==> src/rtl/multiword_addsub_seq_pkg.sv <==
// Shared opcode values, FSM state encoding and the final-word flag payload
// used by the multi-word add/subtract block.
package multiword_addsub_seq_pkg;

  localparam logic ALU_OP_ADD = 1'b0;
  localparam logic ALU_OP_SUB = 1'b1;

  typedef enum logic {
    ST_IDLE = 1'b0,
    ST_BUSY = 1'b1
  } state_e;

  // Status reported alongside the MSW of a result
  typedef struct packed {
    logic carry;
    logic zero;
    logic ovf;
  } flags_t;

endpackage : multiword_addsub_seq_pkg

==> src/rtl/multiword_addsub_seq_unit_sum.sv <==
// Dual-path word adder: produces A+B and A+B+1 in parallel so the caller
// can carry-select between them once the incoming carry is known.
module unit_sum #(
  parameter int unsigned WIDTH = 8
) (
  input  logic [WIDTH-1:0] a,
  input  logic [WIDTH-1:0] b,
  output logic [WIDTH-1:0] sum0,
  output logic             cout0,
  output logic [WIDTH-1:0] sum1,
  output logic             cout1
);

  localparam int unsigned W1 = WIDTH + 1;

  logic [WIDTH:0] w_p0;
  logic [WIDTH:0] w_p1;

  assign w_p0  = W1'(a) + W1'(b);
  assign w_p1  = W1'(a) + W1'(b) + W1'(1);
  assign sum0  = w_p0[WIDTH-1:0];
  assign cout0 = w_p0[WIDTH];
  assign sum1  = w_p1[WIDTH-1:0];
  assign cout1 = w_p1[WIDTH];

endmodule : unit_sum

==> src/rtl/multiword_addsub_seq.sv <==
// Streaming multi-word adder/subtractor, LSW first, one result word per cycle.
// Optional zero/overflow flags are built when ALU_SEQ_FLAGS_EN is defined.
module multiword_addsub_seq
  import multiword_addsub_seq_pkg::*;
#(
  parameter int unsigned WIDTH = 8
) (
  input  logic             clk,
  input  logic             rst_n,
  input  logic             in_valid,
  output logic             in_ready,
  input  logic             in_first,
  input  logic             in_last,
  input  logic             in_op,
  input  logic [WIDTH-1:0] in_a,
  input  logic [WIDTH-1:0] in_b,
  output logic             out_valid,
  input  logic             out_ready,
  output logic [WIDTH-1:0] out_sum,
  output logic             out_last,
  output logic             out_carry,
  output logic             out_zero,
  output logic             out_ovf
);

  state_e           r_state;
  state_e           r_state_nxt;
  logic             r_carry;
  logic             r_op;
  logic             r_out_valid;
  logic [WIDTH-1:0] r_sum;
  logic             r_last;
  flags_t           r_flags;

  logic             w_accept;
  logic             w_first;
  logic             w_op;
  logic             w_cin;
  logic [WIDTH-1:0] w_b_eff;
  logic [WIDTH-1:0] w_sum0;
  logic [WIDTH-1:0] w_sum1;
  logic             w_cout0;
  logic             w_cout1;
  logic [WIDTH-1:0] w_sum;
  logic             w_cout;
  logic             w_zero;
  logic             w_ovf;

  assign in_ready = ~r_out_valid | out_ready;
  assign w_accept = in_valid & in_ready;

  // A word arriving in IDLE starts a new operand even without in_first
  assign w_first  = in_first | (r_state == ST_IDLE);
  assign w_op     = w_first ? in_op : r_op;
  assign w_cin    = w_first ? in_op : r_carry;
  assign w_b_eff  = w_op ? ~in_b : in_b;

  unit_sum #(.WIDTH(WIDTH)) u_sum (
    .a     (in_a),
    .b     (w_b_eff),
    .sum0  (w_sum0),
    .cout0 (w_cout0),
    .sum1  (w_sum1),
    .cout1 (w_cout1)
  );

  assign w_sum  = w_cin ? w_sum1  : w_sum0;
  assign w_cout = w_cin ? w_cout1 : w_cout0;

`ifdef ALU_SEQ_FLAGS_EN
  logic r_zero_acc;
  logic w_zero_prev;

  assign w_zero_prev = w_first ? 1'b0 : r_zero_acc;
  assign w_zero      = ~(w_zero_prev | (|w_sum));
  assign w_ovf       = (in_a[WIDTH-1] == w_b_eff[WIDTH-1]) &
                       (w_sum[WIDTH-1] != in_a[WIDTH-1]);

  always_ff @(posedge clk) begin
    if (!rst_n) begin
      r_zero_acc <= 1'b0;
    end else if (w_accept) begin
      r_zero_acc <= w_zero_prev | (|w_sum);
    end
  end
`else
  assign w_zero = 1'b0;
  assign w_ovf  = 1'b0;
`endif

  always_ff @(posedge clk) begin
    if (!rst_n) begin
      r_state <= ST_IDLE;
    end else begin
      r_state <= r_state_nxt;
    end
  end

  always_comb begin
    r_state_nxt = r_state;
    if (w_accept) begin
      r_state_nxt = in_last ? ST_IDLE : ST_BUSY;
    end
  end

  // Output register and running carry; everything holds while stalled
  always_ff @(posedge clk) begin
    if (!rst_n) begin
      r_carry     <= 1'b0;
      r_op        <= ALU_OP_ADD;
      r_out_valid <= 1'b0;
      r_sum       <= '0;
      r_last      <= 1'b0;
      r_flags     <= '0;
    end else if (w_accept) begin
      r_carry     <= w_cout;
      r_op        <= w_op;
      r_out_valid <= 1'b1;
      r_sum       <= w_sum;
      r_last      <= in_last;
      if (in_last) begin
        r_flags.carry <= w_cout;
        r_flags.zero  <= w_zero;
        r_flags.ovf   <= w_ovf;
      end
    end else if (out_ready) begin
      r_out_valid <= 1'b0;
    end
  end

  assign out_valid = r_out_valid;
  assign out_sum   = r_sum;
  assign out_last  = r_last;
  assign out_carry = r_flags.carry;
  assign out_zero  = r_flags.zero;
  assign out_ovf   = r_flags.ovf;

endmodule : multiword_addsub_seq
==> config.mk <==
export PLATFORM = sky130hd
export DESIGN_NAME = multiword_addsub_seq
export DESIGN_NICKNAME = d
export VERILOG_FILES = /design/src/rtl/multiword_addsub_seq_pkg.sv /design/src/rtl/multiword_addsub_seq_unit_sum.sv /design/src/rtl/multiword_addsub_seq.sv
export SDC_FILE = /design/constraint.sdc
export NUM_CORES = 1
export LEC_CHECK = 0
export ABC_CLOCK_PERIOD_IN_PS = 10400
export CORE_MARGIN = 3
export CORE_UTILIZATION = 49
export CTS_BUF_LIST = sky130_fd_sc_hd__clkbuf_4 sky130_fd_sc_hd__clkbuf_8
export CTS_CLUSTER_SIZE = 28
export DETAILED_ROUTE_END_ITERATION = 16
export HOLD_SLACK_MARGIN = 0.08
export PLACE_DENSITY = 0.85
export SYNTH_ARGS = -nofsm -noshare
export SYNTH_HDL_FRONTEND = slang
export SYNTH_HIERARCHICAL = 1
export SYNTH_SLANG_ARGS = --single-unit
==> constraint.sdc <==
create_clock -name clk -period 10.4 [get_ports clk]
set_clock_uncertainty 0.05 [all_clocks]
set_input_delay 2.6 -clock clk [delete_from_list [all_inputs] [get_ports clk]]
set_output_delay 2.6 -clock clk [all_outputs]
set_load 0.05 [all_outputs]
==> results.json <==
{
  "p_per_area_nw_per_um2": 148,
  "synthArstFlopShare": 0,
  "setup_viol": 0,
  "critPathLaunchType": "input pin",
  "max_freq_mhz": 150,
  "worstSetupPathType": "input pin to output pin",
  "gp_congestion": 0.826,
  "relSlewSlack": 0.483,
  "dr.pass1.iters": 4,
  "ys_seq_area_frac": 0.248,
  "syn_area_um2": 1130,
  "cts-buffers-inserted": 3,
  "drtIter0Drc": 13,
  "cp-end-kind": "output pin",
  "yosysTopAreaCell": "dfxtp_1",
  "route.detailed.drc": 0,
  "drive_gt1_frac": 0.0745,
  "clkSinkCount": 14,
  "fin_util": 0.734,
  "die_w_um": 54.0,
  "wire_per_inst_um": 13.2,
  "grt_pass1_vias": 990,
  "synth_edf_count": 0,
  "grt_max_degree": 26,
  "dpl-instance-area_um2": 1480,
  "synthFlopType": "dfxtp_1",
  "syn_inst": 128,
  "final_cell_area_um2": 1510,
  "n_fill_cell": 153,
  "postRouteWirelength_mm": 2.49,
  "grt_use_total": 0.182,
  "ioPinCount": 37,
  "tns_ps": 0,
  "rows": 16,
  "initial_core_util": 0.548,
  "syn_avg_cell_area_um2": 8.83,
  "vias": 1010,
  "worst_slack_ps": 3740,
  "grt.overflow.total": 0,
  "critPathMaxFanout": 3,
  "path_clk_slew_ps": 80,
  "synth_warnings": 6,
  "die_h_um": 54.0,
  "via_per_inst": 5.37,
  "status": "complete, no violations",
  "io_buffers": 34,
  "pre_cts_ws_ps": 3740,
  "hp-class": "flip-flop to flip-flop",
  "tightestPinTransition_ps": 760,
  "synth_seq_cells": 14,
  "ctsHoldBuffers": 0,
  "core_area_um2": 2060,
  "cts_resized": 0,
  "period_share": 0.640,
  "clk_latency_ps": 270,
  "area_delta_synth_final_pct": 34.0,
  "crit_required_ps": 7750,
  "post-cts-setup-buffers": 0,
  "grt_pass1_wl_mm": 4.06,
  "cts.htree.levels": 1,
  "final_max_slew_viol_count": 0,
  "nNetsFinal": 195,
  "ys_types": 34,
  "cts_tree": "yes",
  "cts-root-buf": "clkbuf_4",
  "vdd.ir_drop.worst_mv": 0.106,
  "synth_area_leaders": "dfxtp_1 25%, xnor2_1 12%, ha_1 10%, mux2i_1 8.9%, a21oi_1 7.1%",
  "finalHoldViolCount": 0,
  "power_leakage_nw": 0.647,
  "synth_top_area_share": 0.248,
  "crit_arrival_ps": 4010,
  "antenna_found_initial": 0,
  "period_minus_slack_ps": 6660,
  "die_area_um2": 2920,
  "dp_hpwl_mm": 2.04,
  "diodes": 0,
  "cts_buffer_depth": 2,
  "antenna_left": 0,
  "maxCapViolations": 0,
  "rsz0062_at_grt": "false",
  "finalPower_mw": 0.224
}
-- final timing paths --
kind,from,endpoint,slack [ps],depth (start not counted)
setup / recovery,out_ready,in_ready,3740,3
hold / removal,out_last,out_last,460,2
setup reg to reg,r_state,out_carry,6790,14
hold reg to reg,out_last,out_last,460,2
-- cell families after synthesis --
group,after synthesis,share of synthesized area
muxes,12,0.121
DFF,14,0.248
xor gates and xnor gates,20,0.155
other,1,0.00332
buffers and inverters,15,0.0565
adders and majority gates,10,0.117
AOI/OAI and AO/OA,39,0.206
and+or+nand+nor,17,0.0930
-- metal layers --
metal | track usage | routed length [um]
met3 | 0.0360 | 78
met1 | 0.227 | 1080
met4 | 0.0124 | 0
met2 | 0.333 | 1330
met5 | 0 | 0
-- placed cells by master, fill, tap and decap left out, drive strengths merged, types with 3 or more instances in the layout --
| cell type | instances |
|---|---|
| clkdlybuf4s50 | 34 |
| xnor2 | 16 |
| a21oi | 16 |
| dfxtp | 14 |
| o21ai | 12 |
| mux2i | 12 |
| inv | 9 |
| ha | 9 |
| xor2 | 4 |
| nand2b | 4 |
| clkbuf | 4 |
| nor2 | 3 |
| a211oi | 3 |
| and3 | 3 |
-- critical path: stages --
cell and delay (ps):
clkdlybuf4s50_1 440, nand2b_1 140, clkdlybuf4s50_1 830
-- where the power goes --
group / internal (mW) / total, mW / switching [mW] / leakage, nW
clock: 0.0213 / 0.0381 / 0.0168 / 0.0210
sequential: 0.0597 / 0.0629 / 0.00324 / 0.116
combinational: 0.0529 / 0.123 / 0.0699 / 0.510
-- cells in the mapped netlist, types with 3 or more instances --
cell	number
a21oi_1	16
clkbuf_1	4
dfxtp_1	14
ha_1	9
inv_1	9
mux2i_1	10
nand2b_1	3
nor2_1	3
o21ai_0	12
xnor2_1	16
xor2_1	4
-- flip-flops by register name, indices dropped and copies added (netlist names) --
name       cells
r_state        1
out_valid      1
r_op           1
r_carry        1
out_carry      1
out_last       1
out_sum        8
-- through the flow --
step,hold WS [ps],std cells
floorplan,439,129
global placement,430,184
detailed placement,447,184
CTS,467,188
global route,519,188
finish,459,188
-- area by class of cell --
cell class,instances,area (um^2),area share
multi-input combinational,100,790,0.521
timing repair buffer,34,340,0.225
sequential,14,280,0.185
clock buffer,4,36.3,0.0240
inverter,9,33.8,0.0223
tap,27,33.8,0.0223
Note: power is estimated with default switching activity, not from simulation.
